File: src/rtl/mem_port_arbiter_pkg.sv
// Shared types for the I/D memory port arbiter.
// No logic; sizes, FSM states and owner encoding.
// Imported by the arbiter top and its starve counter.
package mem_port_arbiter_pkg;

  typedef enum logic [1:0] {
    MEM_SIZE_BYTE = 2'b00,
    MEM_SIZE_HALF = 2'b01,
    MEM_SIZE_WORD = 2'b10
  } mem_access_size_t;

  typedef enum logic [1:0] {
    ARB_IDLE,
    ARB_REQ,
    ARB_RESP
  } arb_state_t;

  typedef enum logic {
    ARB_OWNER_I,
    ARB_OWNER_D
  } arb_owner_t;

  // Wide enough for the largest allowed STARVE_MAX (15).
  localparam int unsigned STARVE_CNT_W = 4;

endpackage

File: src/rtl/mem_port_arbiter_starve_counter.sv
// Counts consecutive D wins while I waits; full_o hands the next arbitration to I.
// Latency: full_o is registered, updates the cycle after inc_i/clr_i.
// Backpressure: none; saturates at MAX, clr_i has priority over inc_i.
module arb_starve_counter
  import mem_port_arbiter_pkg::*;
#(
  parameter int unsigned MAX = 4
) (
  input  logic clk_i,
  input  logic reset_ni,
  input  logic inc_i,
  input  logic clr_i,
  output logic full_o
);

  localparam logic [STARVE_CNT_W-1:0] MAX_C = STARVE_CNT_W'(MAX);

  logic [STARVE_CNT_W-1:0] cnt_q, cnt_d;

  assign full_o = (cnt_q >= MAX_C);

  always_comb begin
    cnt_d = cnt_q;
    if (clr_i) begin
      cnt_d = '0;
    end else if (inc_i && !full_o) begin
      cnt_d = cnt_q + 1'b1;
    end
  end

  always_ff @(posedge clk_i or negedge reset_ni) begin
    if (!reset_ni) begin
      cnt_q <= '0;
    end else begin
      cnt_q <= cnt_d;
    end
  end

endmodule

File: src/rtl/mem_port_arbiter.sv
// Shares one single-ported memory between fetch (I) and load/store (D), D priority with I anti-starvation.
// Latency: gnt same cycle as req in IDLE, mem_req_o next cycle, rvalid same cycle as mem_rvalid_i.
// Backpressure: one transaction outstanding; requesters wait with no gnt, REQ holds until mem_gnt_i.
module mem_port_arbiter
  import mem_port_arbiter_pkg::*;
#(
  parameter int unsigned STARVE_MAX = 4,
  parameter int unsigned ADDR_W     = 32,
  parameter int unsigned DATA_W     = 32
) (
  input  logic              clk_i,
  input  logic              reset_ni,
  input  logic              i_req_i,
  input  logic [ADDR_W-1:0] i_addr_i,
  output logic              i_gnt_o,
  output logic              i_rvalid_o,
  output logic [DATA_W-1:0] i_rdata_o,
  input  logic              d_req_i,
  input  logic              d_we_i,
  input  logic [ADDR_W-1:0] d_addr_i,
  input  logic [1:0]        d_size_i,
  input  logic [DATA_W-1:0] d_wdata_i,
  output logic              d_gnt_o,
  output logic              d_rvalid_o,
  output logic [DATA_W-1:0] d_rdata_o,
  output logic              mem_req_o,
  output logic              mem_we_o,
  output logic [ADDR_W-1:0] mem_addr_o,
  output logic [1:0]        mem_size_o,
  output logic [DATA_W-1:0] mem_wdata_o,
  input  logic              mem_gnt_i,
  input  logic              mem_rvalid_i,
  input  logic [DATA_W-1:0] mem_rdata_i,
  output logic              err_o
);

  typedef struct packed {
    logic              we;
    logic [ADDR_W-1:0] addr;
    logic [1:0]        size;
    logic [DATA_W-1:0] wdata;
  } req_t;

  arb_state_t state_q, state_d;
  arb_owner_t owner_q, owner_d;
  req_t       req_q, req_d;
  logic       err_q, err_d;
  logic       starve_inc, starve_clr, starve_full;
  logic       resp_fire;

  arb_starve_counter #(
    .MAX (STARVE_MAX)
  ) u_starve (
    .clk_i    (clk_i),
    .reset_ni (reset_ni),
    .inc_i    (starve_inc),
    .clr_i    (starve_clr),
    .full_o   (starve_full)
  );

  always_comb begin
    state_d    = state_q;
    owner_d    = owner_q;
    req_d      = req_q;
    err_d      = err_q;
    i_gnt_o    = 1'b0;
    d_gnt_o    = 1'b0;
    starve_inc = 1'b0;
    starve_clr = 1'b0;
    resp_fire  = 1'b0;
    case (state_q)
      ARB_IDLE: begin
        if (mem_rvalid_i || mem_gnt_i) err_d = 1'b1;
        if (d_req_i && (!i_req_i || !starve_full)) begin
          d_gnt_o    = 1'b1;
          owner_d    = ARB_OWNER_D;
          req_d      = '{we: d_we_i, addr: d_addr_i, size: d_size_i, wdata: d_wdata_i};
          starve_inc = i_req_i;
          state_d    = ARB_REQ;
        end else if (i_req_i) begin
          i_gnt_o    = 1'b1;
          owner_d    = ARB_OWNER_I;
          req_d      = '{we: 1'b0, addr: i_addr_i, size: MEM_SIZE_WORD, wdata: '0};
          starve_clr = 1'b1;
          state_d    = ARB_REQ;
        end
      end
      ARB_REQ: begin
        if (mem_rvalid_i) err_d = 1'b1;
        if (mem_gnt_i) state_d = ARB_RESP;
      end
      ARB_RESP: begin
        if (mem_gnt_i) err_d = 1'b1;
        if (mem_rvalid_i) begin
          resp_fire = 1'b1;
          state_d   = ARB_IDLE;
        end
      end
      default: state_d = ARB_IDLE;
    endcase
  end

  // Memory side sees only latched fields, and zeros outside REQ.
  assign mem_req_o   = (state_q == ARB_REQ);
  assign mem_we_o    = mem_req_o & req_q.we;
  assign mem_addr_o  = mem_req_o ? req_q.addr  : '0;
  assign mem_size_o  = mem_req_o ? req_q.size  : '0;
  assign mem_wdata_o = mem_req_o ? req_q.wdata : '0;

  assign i_rvalid_o = resp_fire && (owner_q == ARB_OWNER_I);
  assign d_rvalid_o = resp_fire && (owner_q == ARB_OWNER_D);
  assign i_rdata_o  = i_rvalid_o ? mem_rdata_i : '0;
  assign d_rdata_o  = d_rvalid_o ? mem_rdata_i : '0;
  assign err_o      = err_q;

  always_ff @(posedge clk_i or negedge reset_ni) begin
    if (!reset_ni) begin
      state_q <= ARB_IDLE;
      owner_q <= ARB_OWNER_I;
      req_q   <= '0;
      err_q   <= 1'b0;
    end else begin
      state_q <= state_d;
      owner_q <= owner_d;
      req_q   <= req_d;
      err_q   <= err_d;
    end
  end

endmodule

File: config.mk
export PLATFORM = sky130hd
export DESIGN_NAME = mem_port_arbiter
export DESIGN_NICKNAME = d
export VERILOG_FILES = /design/src/rtl/mem_port_arbiter_pkg.sv /design/src/rtl/mem_port_arbiter_starve_counter.sv /design/src/rtl/mem_port_arbiter.sv
export SDC_FILE = /design/constraint.sdc
export NUM_CORES = 1
export LEC_CHECK = 0
export BUFFER_PORTS_ARGS = -buffer_cell sky130_fd_sc_hd__buf_2
export CORE_MARGIN = 4
export CORE_UTILIZATION = 35
export CTS_BUF_LIST = sky130_fd_sc_hd__clkbuf_16
export DETAILED_ROUTE_END_ITERATION = 12
export MAX_ROUTING_LAYER = met4
export PLACE_DENSITY = 0.64
export RECOVER_POWER = 25
export SYNTH_ARGS = -nofsm -noshare
export SYNTH_HDL_FRONTEND = slang
export SYNTH_SLANG_ARGS = --single-unit
export TNS_END_PERCENT = 10
File: constraint.sdc
create_clock -name clk_i -period 1.8 [get_ports clk_i]
set_input_delay 0.18 -clock clk_i [delete_from_list [all_inputs] [get_ports clk_i]]
set_output_delay 0.18 -clock clk_i [all_outputs]
set_load 0.01 [all_outputs]
* After elaboration in Yosys (flattened, before gate mapping)
Cells that the tools add are included.
Word-level totals: register bits 75, input bits 137, logic and storage cells 64, output and inout bits 137
Operators by class: bitwise logic cells 2, reductions and logical operators 15, multiplexer cells 29, add/sub/neg operators 1, $lt $le $gt $ge 1, equal/unequal tests 8
Operator list (number):
- $mux 67 | 2
- $mux 32 | 4
- $mux 1 | 14
- $mux 2 | 5
- $mux 4 | 2
- $ne 2x2->1 const B | 3
- $pmux 2 s3 | 1
- $add 4x1->4 const B | 1
- $ge 4x3->1 const B | 1
- $logic_and 1x1->1 | 4
- $ne 2x1->1 const B | 2
- $reduce_and 4->1 | 1
- $reduce_bool 2->1 | 2
- $ne 3x3->1 const B | 1
- $pmux 1 s3 | 1
- $reduce_and 3->1 | 1
- $reduce_bool 3->1 | 1
- $eq 2x1->1 const B | 1
- $eq 2x2->1 const B | 1
- $logic_not 1->1 | 2
- $logic_not 2->1 | 1
- $logic_or 1x1->1 | 2
- $reduce_and 2->1 | 1
- $and 1x1->1 | 1
- $not 1->1 | 1

* Longest topological paths before layout
depth after elaboration 9, mapped depth 7, gate-level depth less buffers 3

* Cells and area by module
From an unflattened synthesis, not the netlist that was laid out.
Second synthesis, totals: cells, all modules 369, area total of the unflattened synthesis 4210.3 µm²
Modules (own cells, without submodules):
- mem_port_arbiter | cells each 352, sequential area each 1776.7 µm², instances 1, area an instance 4006.3 µm²
- arb_starve_counter | cells each 17, sequential area each 100.1 µm², instances 1, area an instance 203.9 µm²

* Worst setup path before layout
OpenSTA, ideal clock, no wires.
path kind reg-to-output, start register state_q[0], end output mem_wdata_o[23], setup slack 0.315 ns, stages on the path, launching flop included 5, arrival 1.305 ns, path buffers 2, cell sequence dfrtp_1 -> clkbuf_2 -> nor2b_1 -> clkbuf_1 -> and2_1
Between the ends: word-level cells in the longest chain between the ends 2
Ends and longest elaborated chain:
- start, declared | RTL line mem_port_arbiter.sv:44 | arb_state_t state_q, state_d;
- start signal, assigned | RTL line mem_port_arbiter.sv:123 | state_q <= state_d;
- $eq 2x1->1 | RTL line mem_port_arbiter.sv:104 | assign mem_req_o = (state_q == ARB_REQ);
- net mem_req_o | RTL line mem_port_arbiter.sv:26 | output logic mem_req_o,
- $mux 32 | RTL line mem_port_arbiter.sv:108 | assign mem_wdata_o = mem_req_o ? req_q.wdata : '0;
- end, declared | RTL line mem_port_arbiter.sv:30 | output logic [DATA_W-1:0] mem_wdata_o,
The timed path passes the listed nets, and every way through them passes these cells.

* Worst setup path after layout
start register state_q[0], end output i_rdata_o[14]
Between the ends: word-level cells in the longest chain between the ends 4
Ends and longest elaborated chain:
- $eq 2x2->1 | RTL line mem_port_arbiter.sv:71 | case (state_q)
- $mux 1 | RTL line mem_port_arbiter.sv:71
- $logic_and 1x1->1 | RTL line mem_port_arbiter.sv:110 | assign i_rvalid_o = resp_fire && (owner_q == ARB_OWNER_I);
- $mux 32 | RTL line mem_port_arbiter.sv:112 | assign i_rdata_o = i_rvalid_o ? mem_rdata_i : '0;
- end, declared | RTL line mem_port_arbiter.sv:17 | output logic [DATA_W-1:0] i_rdata_o,
Every way passes these cells.

==> impl_table.tex <==
\begin{tabular}{lr}
\hline
Metric & Value \\
\hline
\multicolumn{2}{l}{\textbf{Clock network}} \\
Clock transition at the registers of the reported paths & 0.05 ns \\
CTS buffer count & 9 \\
TritonCTS clock tree & done \\
CTS sink cnt & 75 \\
Clock latency on the worst-skew pair & between 0.3 and 0.4 ns \\
Cell at the root of the clock tree & clkbuf\_16 \\
H-Tree Level Count & 3 \\
Maximum number of buffers from clock root to sink & 2 \\
\multicolumn{2}{l}{\textbf{GRT}} \\
GRT met1 Usage & 0.253 \\
Residual overflow from global routing & 0 \\
Peak-usage layer in the global routing report & met2 \\
Number of antenna violations at the first check in global routing & 0 \\
Met2 layer usage reported by global route & 0.318 \\
Via count of the first global-routing pass & 4594 \\
Global Route Usage Sum & 0.198 \\
Wire length of the first global-routing pass & 23200 um \\
Met3 capacity usage during global routing & 0.0346 \\
Largest net degree at the start of global routing & 68 \\
\multicolumn{2}{l}{\textbf{Synth}} \\
Most area-consuming cells after synthesis & dfrtp\_1 (41\%), and2\_1 (18\%), o221ai\_2 (9.1\%), nand3\_1 (7.3\%), o2bb2ai\_1 (6.5\%) \\
Syn nets & 628 \\
Unique cell type count in the Yosys netlist & 33 \\
Portion of synthesized cell area occupied by the leading cell type & 0.408 \\
Cell count after synthesis & 490 \\
Main synth FF type & dfrtp\_1 \\
Count of yosys warnings during synthesis & 0 \\
EDFF count, synth & 0 \\
Synthesized area divided by synthesized cell count & around 9.4 sq um \\
Cell area after synthesis & 0.00460 sq mm \\
Sequential fraction of the synthesis area & 0.408 \\
Async set-or-reset flop fraction in the synthesized netlist & 1.00 \\
Cell type with the highest aggregate area in the netlist & dfrtp\_1 \\
Synthesized flop and latch total & 75 \\
\multicolumn{2}{l}{\textbf{Layout}} \\
Post-route non-filler standard cell count & 929 \\
Synthesis-to-layout area growth & 52.4\% \\
Fin nets & 890 \\
Layout cells sized above 1 & 0.524 \\
Core Util, Final & 0.551 \\
Number of fill cells & 1179 \\
Diodes inserted & 0 \\
\multicolumn{2}{l}{\textbf{Floorplan}} \\
Initial standard-cell utilization of the core & 0.361 \\
Die Footprint & roughly 0.015 sq mm \\
Area of the placeable core & approximately 0.013 sq mm \\
Vert. Die Dim & $\sim$120 um \\
Site Rows & 41 \\
Die span in x & around 120 um \\
Top-level I/O count & between 200 and 300 \\
\multicolumn{2}{l}{\textbf{Pwr}} \\
Fraction of power consumed by combinational cells & 0.560 \\
Share of total power consumed by net switching & 0.403 \\
Register share of total power & 0.278 \\
Leakage power & roughly 0.0036 uW \\
Internal & 5990 uW \\
Power per unit of standard cell area & 1430 mW/mm\^{}2 \\
Psw & around 4000 uW \\
Peak supply drop & 0.790 mV \\
Clock Power Share & 0.161 \\
\multicolumn{2}{l}{\textbf{Timing}} \\
Minimum hold slack & 0.0778 ns \\
Largest clock skew in the final design & 0.00740 ns \\
Setup slack of the critical path after layout & -0.0397 ns \\
Final slew viol count & 0 \\
Total Negative Setup Slacks & -0.569 ns \\
Final critical-path share of the clock period & 1.02 \\
RSZ-0062 raised after global routing & true \\
Tightest slew margin relative to the limit & 0.368 \\
Worst Tran Pin Value & 0.948 ns \\
\# setup viols final & 50 \\
Number of failing hold endpoints at the final stage & 0 \\
Final period demand of the worst path & 1.84 ns \\
Achievable frequency & $\sim$0.54 GHz \\
\multicolumn{2}{l}{\textbf{Route}} \\
Count of TritonRoute iterations in the first routing pass & 5 \\
Number of vias per cell & 5.20 \\
DR DRC count & 0 \\
Final wirelength & 16800 um \\
Drt wl/cell & 18.1 um \\
Detail Route Antenna Nets & 0 \\
Detailed-route via count & 4835 \\
Starting DRT DRC Count & 483 \\
\multicolumn{2}{l}{\textbf{Place}} \\
Placed insts & 901 \\
Placed wire-length estimate & 11000 um \\
Count of port buffers added during placement & 273 \\
Place WS & 0.202 ns \\
Global placement routability congestion & 0.847 \\
\multicolumn{2}{l}{\textbf{Critical path}} \\
WS Path Type & flip-flop to output port \\
Data arrival time of the critical path & 1.66 ns \\
Kind of launch point of the worst setup path & flip-flop \\
Highest fanout seen on the critical path & 9 \\
Setup crit end kind & output port \\
Endpoint required time on the critical path & between 1.5 and 2 ns \\
\multicolumn{2}{l}{\textbf{Outcome}} \\
Run status & complete, but fails checks \\
Violated checks & negative setup slack \\
\multicolumn{2}{l}{\textbf{Flow run}} \\
Max-cap check violation count & 0 \\
\multicolumn{2}{l}{\textbf{Min path}} \\
Path class of the lowest-slack min-delay path & input port to flip-flop \\
\hline
\end{tabular}
[per-layer routing]
layer	vias to the layer above	share of wire
met5	-	0
met4	0	0.021
met3	31	0.059
met2	196	0.50
met1	2357	0.41
li1	2251	-
[layout make-up]
class	count	area, sq um	area share
clock buffer	9	225	0.0321
clock inverter	7	37.5	0.00536
inverter	35	131	0.0187
multi-input combinational	326	2440	0.349
sequential	75	1880	0.268
tap	172	215	0.0307
timing repair buffer	305	2070	0.296
[state kept, by name, indices dropped and copies added, names as in the netlist]
name,flops
req_q,67
u_starve.cnt_q,4
state_q,2
err_o,1
owner_q,1
[power by group through the flow]
stage	combinational, uW	clock (uW)	sequential [uW]
global route	6100	1730	2880
floorplan	3340	0	2650
CTS	4840	1660	2780
finish	5620	1620	2790
detailed placement	4770	0	2780
global placement	4680	0	2760
[cells in the final DEF, fill, tap and decap left out, drive strengths merged, types with 2 or more instances in the layout]
cell     netlist  final
inv           35     37
dfrtp         75     75
buf           28    299
o2bb2ai       34     34
o221ai        32     32
clkbuf        26     14
nor2           2      2
nand3         67     67
a21oi          2      2
a31oi          3      3
o21ai          4      4
nand4         33     33
clkinv         0      5
and2         134    134
nand2          5      5
[through the flow]
stage / cell area, sq um / power [uW]
floorplan: 4600 / 5990
global placement: 6160 / 7450
detailed placement: 6160 / 7560
CTS: 6470 / 9270
global route: 7010 / 10700
finish: 7010 / 10000
[worst paths after layout]
path	from	to	slack (ns)	depth (start not counted)
worst max register to register	state_q[0]	req_q[61]	0.24	3
min in group asynchronous	reset_ni	req_q[48]	0.53	2
worst min register to register	req_q[7]	req_q[7]	0.48	1
max in group asynchronous	reset_ni	req_q[42]	0.52	3
worst min-delay path	mem_rvalid_i	state_q[1]	0.08	2
worst max-delay path	state_q[0]	i_rdata_o[14]	-0.04	5
[cell families after synthesis]
family,share of synthesized area
and+or+nand+nor,0.319
buffers and inverters,0.0863
AOI/OAI and AO/OA,0.184
DFF,0.408
adders and majority gates,0.00272
[worst max-delay path: stages, from the launching register on]
cell     delay [ns]
dfrtp_2        0.47
nor4b_4        0.28
buf_6          0.17
buf_12         0.12
and2_1         0.14
buf_2          0.15
[repair_timing]
| item | 4_1_cts | 5_1_grt |
|---|---|---|
| setup endpoints to repair | 119 | 116 |
| gates cloned | 0 | 8 |
| resized for setup | 10 | 87 |
| pin swaps | 0 | 25 |
| endpoints found under the hold margin | 35 | 0 |
| hold buffers | 1 | 0 |
| setup buffers | 1 | 2 |
[cells in the mapped netlist, types with 2 or more instances]
cell type and number:
buf_2 19, o221ai_2 28, nand3_1 67, buf_1 4
buf_6 5, o21ai_0 3, and2_1 133, a31oi_1 2
a21oi_1 2, o221ai_1 4, dfrtp_1 75, inv_1 34
nand2_1 5, o2bb2ai_1 34, nand4_1 33, clkbuf_1 25
No activity file was read; power rests on OpenSTA's default activity.
